[src/rtl/stepper_drive_seq.sv]
// Bipolar stepper coil sequencer.
// Counted moves, wave/full/half modes, position tracking.
`timescale 1ns/1ps
module stepper_drive_seq #(
  parameter int PER_W  = 24,
  parameter int STEP_W = 16,
  parameter int POS_W  = 32
) (
  input  logic                    CLOCK_50,
  input  logic                    RESET,
  input  logic                    enable,
  input  logic [1:0]              mode,
  input  logic [PER_W-1:0]        period,
  input  logic                    move_valid,
  output logic                    move_ready,
  input  logic [STEP_W-1:0]       move_steps,
  input  logic                    move_dir,
  input  logic                    stop,
  output logic                    busy,
  output logic                    done,
  output logic signed [POS_W-1:0] position,
  output logic [3:0]              coil
);

  localparam logic [0:0] S_IDLE = 1'b0;
  localparam logic [0:0] S_RUN  = 1'b1;

  logic [0:0]        state;
  logic [2:0]        idx;
  logic [2:0]        idx_nxt;
  logic [2:0]        step_sz;
  logic [PER_W-1:0]  cnt;
  logic [PER_W-1:0]  per_q;
  logic [STEP_W-1:0] rem;
  logic              dir_q;
  logic [1:0]        mode_q;
  logic              accept;
  logic              step_go;

  function automatic logic [3:0] coil_of(input logic [2:0] i);
    case (i)
      3'd0:    coil_of = 4'b0001;
      3'd1:    coil_of = 4'b0011;
      3'd2:    coil_of = 4'b0010;
      3'd3:    coil_of = 4'b0110;
      3'd4:    coil_of = 4'b0100;
      3'd5:    coil_of = 4'b1100;
      3'd6:    coil_of = 4'b1000;
      default: coil_of = 4'b1001;
    endcase
  endfunction

  assign move_ready = (state == S_IDLE);
  assign busy       = (state == S_RUN);
  assign accept     = move_valid && move_ready;
  assign step_go    = busy && enable && !stop
                   && (cnt == '0);

  // Step size: wave wants even index, full wants odd; wrong parity realigns by one
  always_comb begin
    step_sz = 3'd1;
    unique case (1'b1)
      mode_q == 2'd0: step_sz = idx[0] ? 3'd1 : 3'd2;
      mode_q == 2'd1: step_sz = idx[0] ? 3'd2 : 3'd1;
      default:        step_sz = 3'd1;
    endcase
  end

  // Next sequence index, so the coils track the index on the same edge
  always_comb begin
    idx_nxt = idx;
    if (step_go)
      idx_nxt = dir_q ? idx + step_sz : idx - step_sz;
  end

  // Move FSM, period counter, position and registered coil drive
  always_ff @(posedge CLOCK_50) begin
    if (RESET) begin
      state    <= S_IDLE;
      idx      <= '0;
      cnt      <= '0;
      per_q    <= '0;
      rem      <= '0;
      dir_q    <= 1'b0;
      mode_q   <= 2'd0;
      done     <= 1'b0;
      position <= '0;
      coil     <= 4'b0000;
    end else begin
      done <= 1'b0;
      idx  <= idx_nxt;
      coil <= enable ? coil_of(idx_nxt) : 4'b0000;
      case (state)
        S_IDLE: begin
          if (accept) begin
            dir_q  <= move_dir;
            mode_q <= mode;
            per_q  <= (period == '0) ? PER_W'(1) : period;
            cnt    <= (period == '0) ? '0
                    : period - PER_W'(1);
            rem    <= move_steps;
            if (move_steps == '0)
              done  <= 1'b1;
            else
              state <= S_RUN;
          end
        end
        default: begin
          if (stop) begin
            state <= S_IDLE;
          end else if (enable) begin
            if (cnt == '0) begin
              position <= dir_q ? position + POS_W'(1)
                                : position - POS_W'(1);
              rem <= rem - STEP_W'(1);
              cnt <= per_q - PER_W'(1);
              if (rem == STEP_W'(1)) begin
                done  <= 1'b1;
                state <= S_IDLE;
              end
            end else begin
              cnt <= cnt - PER_W'(1);
            end
          end
        end
      endcase
    end
  end

endmodule

[config.mk]
export PLATFORM = sky130hd
export DESIGN_NAME = stepper_drive_seq
export DESIGN_NICKNAME = d
export VERILOG_FILES = /design/src/rtl/stepper_drive_seq.sv
export SDC_FILE = /design/constraint.sdc
export NUM_CORES = 1
export LEC_CHECK = 0
export ABC_AREA = 0
export BUFFER_PORTS_ARGS = -buffer_cell sky130_fd_sc_hd__buf_2
export CAP_MARGIN = 20
export CORE_MARGIN = 2
export CORE_UTILIZATION = 37
export CTS_CLUSTER_SIZE = 25
export DETAILED_ROUTE_END_ITERATION = 10
export MAX_ROUTING_LAYER = met4
export PLACE_DENSITY = 0.63
export SLEW_MARGIN = 5
export SYNTH_ARGS = -nofsm -noshare
export SYNTH_HDL_FRONTEND = slang
export SYNTH_SLANG_ARGS = --single-unit
[constraint.sdc]
create_clock -name CLOCK_50 -period 4.8 [get_ports CLOCK_50]
set_input_delay 0.24 -clock CLOCK_50 [delete_from_list [all_inputs] [get_ports CLOCK_50]]
set_output_delay 0.24 -clock CLOCK_50 [all_outputs]
set_load 0.02 [all_outputs]
==> results of run 1 <==
==> path summary, 6_finish.rpt <==
kind / from / slack [ns] / depth (start not counted) / endpoint
setup / recovery: cnt[13] / 0.92 / 14 / cnt[18]
hold reg to reg: per_q[23] / 0.47 / 2 / per_q[23]
setup reg to reg: cnt[13] / 0.92 / 14 / cnt[18]
hold / removal: mode[1] / 0.11 / 3 / mode_q[1]
==> metal layers <==
| layer | vias to the layer above | routed length (um) | GRT usage | part of all wire |
|---|---|---|---|---|
| met1 | 3473 | 10170 | 0.2677 | 0.49 |
| met3 | 25 | 896 | 0.03553 | 0.043 |
| li1 | 3705 | - | - | - |
| met2 | 194 | 9441 | 0.3197 | 0.45 |
| met4 | 0 | 363 | 0.05637 | 0.017 |
| met5 | - | 0 | - | 0 |
==> synth_stat cells, drive strengths merged (16+ instances only) <==
cell type and number:
nand3 20, inv 19, ha 36, o21ai 52, a221oi 16, xnor2 32, dfxtp 108, a211oi 27
clkbuf 34, nor3 43, nor2 101, nand2 151, a21oi 120, xor2 29
==> worst max-delay path: stages (launching register included) <==
cell       delay, ns
dfxtp_1         0.45
nor3_1          0.10
nand4_1         0.30
nor2_2          0.14
a21oi_1         0.22
ha_1            0.22
or3b_1          0.41
nor3_1          0.40
nand2_1         0.20
a2111oi_4       0.37
nand2_2         0.14
a2111oi_4       0.30
xnor2_1         0.11
a221oi_1        0.29
nor3_1          0.10
==> registers in the layout, summed over array words and instances (netlist names) <==
signal    count
busy          1
cnt          24
coil          4
dir_q         1
done          1
idx           3
mode_q        2
per_q        24
position     32
rem          16
==> logic make-up after synthesis <==
logic type | Yosys count
AOI/OAI and AO/OA | 306
DFF | 108
xor gates and xnor gates | 61
and+or+nand+nor | 396
muxes | 6
buffers and inverters | 64
adders and majority gates | 38
==> metrics by stage <==
stage / power [mW] / cells
after floorplan: 1.389 / 979
after global placement: 1.526 / 1298
after detailed placement: 1.531 / 1298
after CTS: 2.275 / 1314
after global routing: 2.383 / 1315
final: 2.250 / 1315
==> final cells by class <==
type	instances	area, um^2
clock buffer	11	242.7
fill	2038	11160
timing repair buffer	100	545.5
sequential	108	2163
clock inverter	5	35.03
tap	265	331.6
inverter	19	71.32
multi-input combinational	807	4977
==> power breakdown <==
group | leakage [nW] | internal [mW] | switching [mW]
clock | 0.136 | 0.369 | 0.360
combinational | 2.34 | 0.202 | 0.319
sequential | 0.884 | 0.944 | 0.0558
==> impl_table.tex, run 1 <==
\begin{tabular}{lr}
\hline
Metric & Value \\
\hline
\multicolumn{2}{l}{\textbf{Synthesis}} \\
Compound-Gate Fraction of Synth Area & 0.2702 \\
Number of enable-type register cells in the synthesized netlist & 0 \\
Share of synthesized cell area in full adder, half adder and majority cells & 0.06649 \\
Syn Std Cell Area & 0.007377 mm\^{}2 \\
Distinct cell type count after synthesis & between 70 and 80 \\
Synth Area in XOR/XNOR & 0.07242 \\
Post-synthesis mux area share & 0.008311 \\
\#FFs+latches synth & 108 \\
Post-synthesis cell type with the largest combined area & dfxtp\_1 \\
Synth Flop Type & dfxtp\_1 \\
Post-Syn Nets & 1065 \\
Synthesized area divided by synthesized cell count & 7.535 um\^{}2 \\
Yosys warning count & 0 \\
Instance count of the mapped netlist & 979 \\
Combinational family with the most area after synthesis & compound AO/OA/AOI/OAI gates \\
Post-synthesis sequential area ratio & 0.2931 \\
Fraction of the mapped netlist area in simple logic gates & 0.2556 \\
Yosys top cell area share & 0.2931 \\
Share of async-settable or async-resettable flops after synthesis & 0 \\
Leading cell types by total area after synthesis & dfxtp\_1 (29\%), a21oi\_1 (8.1\%), nand2\_1 (7.6\%) \\
\multicolumn{2}{l}{\textbf{Layout}} \\
Share of cells above drive strength 1 & 0.1381 \\
Most frequent standard cell in the layout excluding fill and tap cells & nand2\_1 \\
Relative area change from synthesis to final layout & 13.42\% \\
Most frequent cells in the layout & nand2\_1 (149), a21oi\_1 (117), dfxtp\_1 (107) \\
Diode count & 0 \\
Number of nets at the end of the flow & $\sim$1100 \\
Final std cell area, no fill & between 0.008 and 0.009 mm\^{}2 \\
Utilization after layout & 0.4285 \\
\multicolumn{2}{l}{\textbf{Floorplanning}} \\
Number of ports placed on the die boundary & between 80 and 90 \\
Standard-cell rows & 51 \\
Overall die width & 145.2 um \\
Die area & 0.02108 mm\^{}2 \\
Placeable core area & 0.01953 mm\^{}2 \\
Floorplan die height & $\sim$150 um \\
Starting utilization of the core area & 0.3778 \\
\multicolumn{2}{l}{\textbf{Clock tree}} \\
Clock latency on the worst-skew pair & approximately 0.36 ns \\
H-tree Lvls & 3 \\
Register clock-pin slew on the reported worst setup and hold paths & around 0.08 ns \\
Count of hold buffers inserted by post-cts repair & 0 \\
Num Clock Sinks & about 110 \\
CTS Buffer Depth & 2 \\
Number of setup buffers added after CTS & 0 \\
Number of resized instances in the post-cts repair step & 0 \\
Clock tree from TritonCTS & yes \\
Clock buffers created by TritonCTS & 9 \\
CTS Root Cell & clkbuf\_16 \\
\multicolumn{2}{l}{\textbf{Place}} \\
Post-DP HPWL & 14.90 mm \\
Worst slack at placement & approximately 0.97 ns \\
Port bufs & 86 \\
GPL Wtd Cong & 0.8935 \\
Placed instance area & $\sim$0.0081 mm\^{}2 \\
\multicolumn{2}{l}{\textbf{STA}} \\
Number of failing setup endpoints in the final timing report & 0 \\
Total Neg Setup Slack & 0 ns \\
Final Max Slew Viols & 0 \\
Worst slew margin & 0.3405 \\
Final WS setup & approximately 0.92 ns \\
Smallest hold slack & 0.1106 ns \\
Minimum clock period & $\sim$3.9 ns \\
Worst Skew & $\sim$0.012 ns \\
Final Hold Vio Count & 0 \\
Actual transition at the worst max-transition pin & 0.9892 ns \\
Ratio of final minimum period to clock period & 0.8091 \\
Unrepaired setup endpoints after global routing & no \\
Max Fclk & $\sim$260 MHz \\
\multicolumn{2}{l}{\textbf{Hold path}} \\
Worst hold path type & input pin to flip-flop \\
\multicolumn{2}{l}{\textbf{Detailed routing}} \\
Via density & between 5 and 6 \\
Number of violations reported at the end of detailed-routing iteration 0 & 465 \\
First-pass DRT Iterations & 5 \\
Routed Wire Length & $\sim$21 mm \\
Overall via count from detail\_route & roughly 7400 \\
DRC errors left & 0 \\
Count of nets left with antenna violations after detail routing & 0 \\
WL/cell & between 15 and 20 um \\
\multicolumn{2}{l}{\textbf{GRT}} \\
Pin count of the biggest net entering global routing & 77 \\
GR Overflow Total & 0 \\
Global-route total usage across every layer & 0.2027 \\
First-pass GRT wire length & between 30 and 40 mm \\
Number of antenna violations at the first check in global routing & 0 \\
Number of global-route vias before repair & between 6000 and 7000 \\
\multicolumn{2}{l}{\textbf{Worst setup path}} \\
Startpoint kind of the worst setup timing path & flip-flop \\
Element type at the critical path end & flip-flop \\
CP Max Fanout & 6 \\
Worst Setup Path Type & flip-flop to flip-flop \\
CP arrival & between 4 and 5 ns \\
Data required, critical path & 5.02 ns \\
\multicolumn{2}{l}{\textbf{Pwr}} \\
Power density normalized to cell area & roughly 270 mW/mm\^{}2 \\
Static leakage & around 3.4 nW \\
Peak VDD IR & roughly 0.00018 V \\
\multicolumn{2}{l}{\textbf{Flow run}} \\
MaxCap Viol Count & 0 \\
\multicolumn{2}{l}{\textbf{Outcome}} \\
Result of the run & finished, final reports clean \\
\hline
\end{tabular}
Note: power is estimated with default switching activity, not from simulation.
==> run 2, diff against run 1 <==
--- a/config.mk
+++ b/config.mk
@@ -5,7 +5,7 @@
 export SDC_FILE = /design/constraint.sdc
 export NUM_CORES = 1
 export LEC_CHECK = 0
-export ABC_AREA = 0
+export ABC_AREA = 1
 export BUFFER_PORTS_ARGS = -buffer_cell sky130_fd_sc_hd__buf_2
 export CAP_MARGIN = 20
 export CORE_MARGIN = 2
@@ -13,7 +13,7 @@
 export CTS_CLUSTER_SIZE = 25
 export DETAILED_ROUTE_END_ITERATION = 10
 export MAX_ROUTING_LAYER = met4
-export PLACE_DENSITY = 0.63
+export PLACE_DENSITY = 0.64
 export SLEW_MARGIN = 5
 export SYNTH_ARGS = -nofsm -noshare
 export SYNTH_HDL_FRONTEND = slang
==> constraint.sdc (replaced) <==
create_clock -name CLOCK_50 -period 3.2 [get_ports CLOCK_50]
set_input_delay 0.16 -clock CLOCK_50 [delete_from_list [all_inputs] [get_ports CLOCK_50]]
set_output_delay 0.16 -clock CLOCK_50 [all_outputs]
set_load 0.02 [all_outputs]
==> run 2 against run 1 <==
Effect of this change: utilization decreased by 0.68 points; cell area is 10% higher; flip-flop and latch count unchanged; sequential power increased by 48%; critical path type unchanged; largest power group unchanged; highest routed layer unchanged.
==> impl_table.tex, run 2 <==
\begin{tabular}{lr}
\hline
Metric & Value \\
\hline
\multicolumn{2}{l}{\textbf{Pwr}} \\
Power density normalized to cell area & just under 400 mW/mm\^{}2 \\
Static leakage & $\sim$4.5 nW \\
Peak VDD IR & 0.0001811 V \\
\multicolumn{2}{l}{\textbf{GRT}} \\
Number of global-route vias before repair & around 8000 \\
First-pass GRT wire length & 39.58 mm \\
Global-route total usage across every layer & 0.2072 \\
Pin count of the biggest net entering global routing & between 40 and 50 \\
GR Overflow Total & 0 \\
Number of antenna violations at the first check in global routing & 0 \\
\multicolumn{2}{l}{\textbf{Floorplanning}} \\
Number of ports placed on the die boundary & 87 \\
Standard-cell rows & 54 \\
Floorplan die height & $\sim$150 um \\
Starting utilization of the core area & 0.3782 \\
Placeable core area & between 0.02 and 0.025 mm\^{}2 \\
Die area & 0.02359 mm\^{}2 \\
Overall die width & 153.6 um \\
\multicolumn{2}{l}{\textbf{Synthesis}} \\
\#FFs+latches synth & approximately 110 \\
Post-Syn Nets & around 1400 \\
Syn Std Cell Area & about 0.0083 mm\^{}2 \\
Share of async-settable or async-resettable flops after synthesis & 0 \\
Synth Flop Type & dfxtp\_1 \\
Cell with the most instances after synthesis & nand2\_1 \\
Post-synthesis cell type with the largest combined area & dfxtp\_1 \\
Number of enable-type register cells in the synthesized netlist & 0 \\
Instance count of the mapped netlist & 1306 \\
Leading cell types by total area after synthesis & dfxtp\_1 (26\%), nand2\_1 (9.1\%), nor2\_1 (8.4\%) \\
Yosys warning count & 0 \\
Most frequent cells after synthesis & nand2\_1 (200), nor2\_1 (185), inv\_1 (174) \\
Synthesized area divided by synthesized cell count & approximately 6.3 um\^{}2 \\
Distinct cell type count after synthesis & 48 \\
Yosys top cell area share & 0.2611 \\
Post-synthesis sequential area ratio & 0.2611 \\
\multicolumn{2}{l}{\textbf{STA}} \\
Worst Skew & between 0.015 and 0.02 ns \\
Max Fclk & roughly 370 MHz \\
Final Hold Vio Count & 0 \\
Worst slew margin & 0.5872 \\
Final Max Slew Viols & 0 \\
Unrepaired setup endpoints after global routing & no \\
Total Neg Setup Slack & 0 ns \\
Final WS setup & roughly 0.52 ns \\
Number of failing setup endpoints in the final timing report & 0 \\
Minimum clock period & between 2 and 3 ns \\
Ratio of final minimum period to clock period & 0.8367 \\
Actual transition at the worst max-transition pin & about 0.61 ns \\
\multicolumn{2}{l}{\textbf{Clock tree}} \\
Number of setup buffers added after CTS & 0 \\
CTS Root Cell & clkbuf\_16 \\
Register clock-pin slew on the reported worst setup and hold paths & roughly 0.08 ns \\
Count of hold buffers inserted by post-cts repair & 0 \\
H-tree Lvls & 3 \\
Clock tree from TritonCTS & yes \\
Clock buffers created by TritonCTS & 9 \\
Num Clock Sinks & $\sim$110 \\
Number of resized instances in the post-cts repair step & 0 \\
Clock latency on the worst-skew pair & about 0.37 ns \\
CTS Buffer Depth & 2 \\
\multicolumn{2}{l}{\textbf{Detailed routing}} \\
Overall via count from detail\_route & roughly 8600 \\
DRC errors left & 0 \\
Count of nets left with antenna violations after detail routing & 0 \\
First-pass DRT Iterations & 6 \\
Via density & 5.154 \\
Routed Wire Length & between 20 and 25 mm \\
WL/cell & $\sim$14 um \\
Number of violations reported at the end of detailed-routing iteration 0 & 636 \\
\multicolumn{2}{l}{\textbf{Outcome}} \\
Result of the run & finished, final reports clean \\
\multicolumn{2}{l}{\textbf{Place}} \\
Worst slack at placement & around 0.56 ns \\
Port bufs & 86 \\
Post-DP HPWL & approximately 18 mm \\
GPL Wtd Cong & roughly 0.93 \\
\multicolumn{2}{l}{\textbf{Layout}} \\
Share of cells above drive strength 1 & 0.1342 \\
Most frequent cells in the layout & nand2\_1 (200), nor2\_1 (185), inv\_1 (174) \\
Max reg flops & 32 \\
Diode count & 0 \\
Most flops, register & position \\
Number of nets at the end of the flow & around 1500 \\
Most frequent standard cell in the layout excluding fill and tap cells & nand2\_1 \\
Relative area change from synthesis to final layout & 11.50\% \\
Largest registers ranked by flip-flop count & position x32, cnt x24, per\_q x24 \\
\multicolumn{2}{l}{\textbf{Worst setup path}} \\
Origin of the critical flop-to-flop path & dir\_q \\
Worst Setup EP & position[29] \\
Launch point of the worst path & dir\_q \\
CP Max Fanout & 32 \\
Register-to-register path setup slack & between 0.5 and 0.6 ns \\
Data required, critical path & around 3.5 ns \\
Element type at the critical path end & flip-flop \\
Crit Reg-Reg Endpoint & position[29] \\
Worst Setup Path Type & flip-flop to flip-flop \\
Path depth of the worst reg2reg path & 15 \\
Startpoint kind of the worst setup timing path & flip-flop \\
CP arrival & between 2 and 3 ns \\
\multicolumn{2}{l}{\textbf{Hold path}} \\
Number of instances on the worst hold path & 3 \\
Worst hold path type & input pin to flip-flop \\
Startpoint of the tightest hold check path & period[6] \\
\multicolumn{2}{l}{\textbf{Flow run}} \\
MaxCap Viol Count & 0 \\
\hline
\end{tabular}
[run 2: through the flow]
stage / power (mW) / hold slack [ns] / util / cell area, um^2 / cells
finish: 3.657 / 0.07989 / 0.4217 / 9231 / 1659
global route: 3.888 / 0.07784 / 0.4217 / 9231 / 1659
CTS: 3.682 / 0.06606 / 0.4217 / 9231 / 1659
detailed placement: 2.546 / 0.4551 / 0.4088 / 8949 / 1643
global placement: 2.540 / 0.4415 / 0.4088 / 8949 / 1643
floorplan: 2.294 / 0.3086 / - / 8279 / 1306
[run 2: metal layers]
| metal | wire length (um) | vias to the layer above | GRT usage |
|---|---|---|---|
| li1 | - | 4453 | - |
| met1 | 11600 | 3837 | 0.2830 |
| met2 | 10470 | 231 | 0.3253 |
| met3 | 1400 | 29 | 0.02678 |
| met4 | 381 | 0 | 0.05286 |
| met5 | 0 | - | - |
[run 2: worst min-delay path by stage]
stage | slack [ns] | end
final | 0.08 | per_q[6]
after global routing | 0.08 | per_q[6]
after CTS | 0.07 | per_q[6]
after detailed placement | 0.46 | rem[3]
after global placement | 0.44 | rem[3]
after floorplan | 0.31 | per_q[4]
[run 2: area by class of cell]
class                      instances  area (um^2)
fill                            2378        12660
multi-input combinational        969         5186
sequential                       108         2162
inverter                         185        694.4
timing repair buffer             101        555.5
tap                              280        350.3
clock buffer                      10        229.0
clock inverter                     6        53.80
[run 2: kinds of logic (layout without fill, tap and decap cells)]
group / after synthesis / count (layout) / share of synthesized area
AO/OA/AOI/OAI: 322 / 322 / 0.2131
XOR/XNOR: 38 / 38 / 0.04020
adder cells (fa/ha/maj): 38 / 38 / 0.05924
buffers and inverters: 229 / 302 / 0.1124
flip-flops: 108 / 108 / 0.2611
AND/OR/NAND/NOR: 571 / 571 / 0.3139
[run 2: worst max-delay path, cell delays in order, from the launching register on]
cell and delay, ns:
dfxtp_1 0.41, inv_1 0.10, buf_12 0.18, ha_1 0.36, a21oi_1 0.15, nand2_1 0.12, a21boi_0 0.32, o21ai_1 0.20
nand2_1 0.09, nand2_1 0.17, nand2_1 0.15, nand2_1 0.06, nand2_1 0.06, nand3_1 0.06, o211ai_1 0.08, inv_1 0.05
[run 2: report_power, final]
| part | total [mW] | switching (mW) | internal, mW | leakage [nW] |
|---|---|---|---|---|
| clock network | 1.13 | 0.580 | 0.546 | 0.136 |
| logic | 1.05 | 0.720 | 0.333 | 3.48 |
| registers | 1.48 | 0.0551 | 1.42 | 0.886 |
| total | 3.66 | 1.36 | 2.30 | 4.50 |
